[config.mk]
export PLATFORM = sky130hd
export DESIGN_NAME = trig_counter
export DESIGN_NICKNAME = d
export VERILOG_FILES = /design/src/rtl/trig_counter_pkg.sv /design/src/rtl/trig_edge_detect.sv /design/src/rtl/trig_counter.sv
export SDC_FILE = /design/constraint.sdc
export NUM_CORES = 1
export LEC_CHECK = 0
export ABC_AREA = 0
export BUFFER_PORTS_ARGS = -buffer_cell sky130_fd_sc_hd__buf_2
export CAP_MARGIN = 15
export CORE_MARGIN = 5
export CORE_UTILIZATION = 48
export DETAILED_ROUTE_END_ITERATION = 10
export PLACE_DENSITY = 0.81
export SETUP_SLACK_MARGIN = 0.02
export SLEW_MARGIN = 20
export SYNTH_ARGS = -nofsm -noshare
export SYNTH_HDL_FRONTEND = slang
export SYNTH_HIERARCHICAL = 1
export SYNTH_SLANG_ARGS = --single-unit
[constraint.sdc]
create_clock -name clk -period 2.15 [get_ports clk]
set_input_delay 0.1075 -clock clk [delete_from_list [all_inputs] [get_ports clk]]
set_output_delay 0.1075 -clock clk [all_outputs]
set_load 0.01 [all_outputs]
[src/rtl/trig_counter_pkg.sv]
// Shared types and helpers for the retriggerable event counter/timer.
package trig_counter_pkg;

  // Widest length the helper handles; counter WIDTH must not exceed this.
  localparam int unsigned MAX_LEN_W = 32;

  typedef enum logic {
    ST_IDLE = 1'b0,
    ST_RUN  = 1'b1
  } state_t;

  typedef enum logic [1:0] {
    MODE_OS_A  = 2'd0,
    MODE_OS_B  = 2'd1,
    MODE_PER_A = 2'd2,
    MODE_PER_B = 2'd3
  } mode_t;

  // Periodic modes reload at the terminal edge instead of returning to idle.
  function automatic logic is_periodic(input mode_t m);
    return (m == MODE_PER_A) || (m == MODE_PER_B);
  endfunction

  // Modes B select len_b, modes A select len_a.
  function automatic logic uses_len_b(input mode_t m);
    return (m == MODE_OS_B) || (m == MODE_PER_B);
  endfunction

  // A programmed length of zero behaves as a single-cycle count.
  function automatic logic [MAX_LEN_W-1:0] eff_len(input logic [MAX_LEN_W-1:0] len);
    return (len == '0) ? MAX_LEN_W'(1) : len;
  endfunction

endpackage

[src/rtl/trig_edge_detect.sv]
// Trigger conditioning: rising-edge detect or level pass-through.
module trig_edge_detect #(
  parameter bit EDGE_TRIG = 1'b0
) (
  input  logic clk,
  input  logic reset,
  input  logic tr,
  output logic start_c
);

  logic tr_q;

  // Previous trigger sample; cleared by reset so a high tr after reset is an edge.
  always_ff @(posedge clk or negedge reset) begin
    if (!reset) begin
      tr_q <= 1'b0;
    end else begin
      tr_q <= tr;
    end
  end

  assign start_c = EDGE_TRIG ? (tr & ~tr_q) : tr;

endmodule

[src/rtl/trig_counter.sv]
// Retriggerable event counter/timer with one-shot and periodic modes.
module trig_counter
  import trig_counter_pkg::*;
#(
  parameter int unsigned WIDTH     = 8,
  parameter bit          RETRIG    = 1'b0,
  parameter bit          EDGE_TRIG = 1'b0
) (
  input  logic             clk,
  input  logic             reset,
  input  logic             tr,
  input  logic [1:0]       mode,
  input  logic             stop,
  input  logic [WIDTH-1:0] len_a,
  input  logic [WIDTH-1:0] len_b,
  output logic             cf,
  output logic             busy,
  output logic [WIDTH-1:0] count
);

  state_t           state;
  mode_t            mode_q;
  logic [WIDTH-1:0] len_q;

  logic             start_c;
  logic             terminal_c;
  logic [WIDTH-1:0] start_len_c;
  logic [WIDTH-1:0] reload_len_c;

  trig_edge_detect #(
    .EDGE_TRIG(EDGE_TRIG)
  ) u_edge (
    .clk    (clk),
    .reset  (reset),
    .tr     (tr),
    .start_c(start_c)
  );

  // Lengths for a fresh start (incoming mode) and a periodic reload (latched mode).
  always_comb begin
    start_len_c  = WIDTH'(eff_len(MAX_LEN_W'(uses_len_b(mode_t'(mode)) ? len_b : len_a)));
    reload_len_c = WIDTH'(eff_len(MAX_LEN_W'(uses_len_b(mode_q) ? len_b : len_a)));
    terminal_c   = (state == ST_RUN) && (count == len_q - WIDTH'(1));
  end

  // Control FSM, counter and mode/length latches; stop overrides every other event.
  always_ff @(posedge clk or negedge reset) begin
    if (!reset) begin
      state  <= ST_IDLE;
      mode_q <= MODE_OS_A;
      len_q  <= WIDTH'(1);
      count  <= '0;
      cf     <= 1'b0;
      busy   <= 1'b0;
    end else begin
      cf <= 1'b0;
      if (stop) begin
        state <= ST_IDLE;
        busy  <= 1'b0;
        count <= '0;
      end else begin
        case (state)
          ST_IDLE: begin
            if (start_c) begin
              state  <= ST_RUN;
              busy   <= 1'b1;
              count  <= '0;
              mode_q <= mode_t'(mode);
              len_q  <= start_len_c;
            end
          end
          ST_RUN: begin
            if (terminal_c) begin
              cf    <= 1'b1;
              count <= '0;
              if (start_c) begin
                mode_q <= mode_t'(mode);
                len_q  <= start_len_c;
              end else if (is_periodic(mode_q)) begin
                len_q <= reload_len_c;
              end else begin
                state <= ST_IDLE;
                busy  <= 1'b0;
              end
            end else if (start_c && RETRIG) begin
              count  <= '0;
              mode_q <= mode_t'(mode);
              len_q  <= start_len_c;
            end else begin
              count <= count + WIDTH'(1);
            end
          end
          default: begin
            state <= ST_IDLE;
            busy  <= 1'b0;
            count <= '0;
          end
        endcase
      end
    end
  end

endmodule

==> run metrics <==
status=complete, but fails checks; violated checks=negative setup slack; pre-CTS setup slack=-0.0994 ns; via count=approximately 1.2k; # clock sinks=21; first-pass GRT wire length=6.22 mm; GRT Overall Usage=around a fifth; Routed WL=3.47 mm; CP Data Required Time=approximately 2.4 ns; FMAX=0.443 GHz; unrepaired setup endpoints after global routing=yes; Avg WL per Cell=16.4 um; FF+latch area=527 um^2; iteration-0 DRC count of the detailed router=24; io pins=32; worst path buffer plus inverter count=2; DRC viols=0; Yosys top cell by area=dfrtp_1; area occupied by multi-input gates=886 um^2; area of the die=4090 um^2; Syn-to-layout area delta=28.2%; clk slew on worst S/H paths=0.12 ns; Hold EP=mode_q[1]; final core occ=64.4%; Synth Register Bits=21; clk_lat worst skew=0.32 ns; largest net degree at the start of global routing=22; EDFF count, synth=0; Die H=64.0 um; drt via density=~5.6; endpoints failing hold=0; synth cell count leaders=dfrtp_1 (20), nand2_1 (10), nor2_1 (8); synthesized area=1400 um^2; die width=between 60 and 70 um; Synth top area share=35.8%; synth unique cells=38; CTS Root Cell=clkbuf_4; syn avg cell area=10.4 um^2; slew margin rel.=around two thirds; antenna violations before repair=0; synthesized instance count=135; syn_nets=159; Max clock buf depth=2; max-slew violations=0; final setup margin=-0.110 ns; flop2flop setup slack=-0.11 ns; Antenna Nets Post-Route=0; Worst-Margin Slew=0.490 ns; Initial Util=approximately half; Finished Layout Cells=212; vias in the first global route=1282; FF-to-FF End=len_q[4]; min Tclk post-route=2.26 ns; layout cells sized above 1=46.4%; Worst Path Arrival=around 2.5 ns; Leak=between 0.8 and 0.9 nW; crit-path max FO=8; Max Cap Viol=0; DRT Pass-1 Iters=4; fin crit share=105%; Rows=19; Remaining Overflow, GRT=0; Worst Min Path Start=mode[1]; DP HPWL=2.77 mm; critical path's largest stage delay=~0.6 ns; TritonCTS Buffers=3; Layout Nets=a little over 200; R2R Path Start=len_q[0]; slowest library cell on the worst path=dfstp_2; Seq/Total Area, Yosys=37.7%; Reg2Reg Depth=9; hold_ws=0.0146 ns; skew final=0.00391 ns; TritonCTS clock tree=yes; CP top delay family=flip-flops; setup violators final=9; instance count on the critical path=9; Placed Cells=around 210; Ant. Diodes=0; H-tree level count=1; Fillers=221; CP Class=register to register; Ys Warns=6; worst-path cell chain=inv_2 > ha_4 > xor2_1 > nand2_1 > a2111oi_4 > nand3_4 > o22ai_4 > buf_12 > mux2_4; worst hold path class=primary input to register; crit end category=register; Power Density=678 nW/um^2; post-route setup TNS=-0.727 ns; hold depth=2; maximum vdd drop=668 uV; Async SR Flop Fraction=100%; critical path launch point type=register; top cells by area, synth=dfrtp_1 (36%), mux2_4 (7.5%), mux2_2 (5.6%), xnor2_1 (4.4%), xor2_1 (4.4%); cell with the most instances after synthesis=dfrtp_1; Port Buf Inserts=31; Core Region=2780 um^2; RePlAce Congestion=~0.9; ys flop type=dfrtp_1
==> repair_timing <==
action | in CTS | in global routing
gates cloned | 0 | 0
hold endpoints to repair | 20 | 0
hold buffers | 1 | 0
gates resized for setup | 2 | 5
pin swaps | 2 | 1
setup endpoints to repair | 10 | 21
setup buffers | 0 | 0
==> final cells by class <==
class                      instances  share of cell area [%]
clock buffer                       3                    1.26
clock inverter                     1                   0.279
inverter                           4                   0.838
multi-input combinational        104                    49.4
sequential                        21                    29.4
tap                               31                    2.16
timing repair buffer              48                    16.6
==> placed cells by master, fill, tap and decap left out, types with 4 or more instances in the layout <==
master   count
xor2_1       7
buf_2       31
buf_4       15
mux2_2       7
nand2_1      8
dfrtp_1     20
a31oi_1      6
mux2_4       8
nor3_1       4
nor2_1       8
a21oi_1      4
xnor2_1      6
==> metrics by stage <==
step,cell area (um^2),power (mW)
after global routing,1790,1.29
after detailed placement,1730,1.01
final,1790,1.22
after floorplan,1430,0.822
after global placement,1730,0.977
after CTS,1770,1.22
==> power by group <==
group	total [mW]	switching, mW	internal [mW]
sequential	0.507	0.0524	0.455
clock	0.201	0.131	0.0698
combinational	0.508	0.241	0.267
==> cell families after synthesis <==
group                      after synthesis  synth area share [%]
muxes                                   18                  16.1
xor gates and xnor gates                14                  8.77
AOI/OAI and AO/OA                       22                  12.7
buffers and inverters                   10                  2.95
adders and majority gates                2                  1.79
DFF                                     21                  37.7
and+or+nand+nor                         48                  20.0
==> registers in the layout, indices dropped and copies added (netlist names) <==
name	count
count	8
cf	1
mode_q	2
len_q	8
state	1
busy	1
==> routing by layer <==
metal  up-vias  share of wire, %  track usage, %
met3         7               2.9            2.45
met5         -                 0               0
met2        23                52            32.4
li1        581                 -               -
met4         0               2.1            8.83
met1       581                43            23.8
==> worst max-delay path by stage <==
stage                to     start
2_1_floorplan  len_q[2]  len_q[0]
3_5_place_dp   len_q[4]  len_q[0]
5_1_grt        len_q[2]  len_q[0]
6_report       len_q[4]  len_q[0]
4_1_cts        len_q[4]  len_q[0]
3_3_place_gp   len_q[2]  len_q[3]
Power figures use the tool's default switching activity.
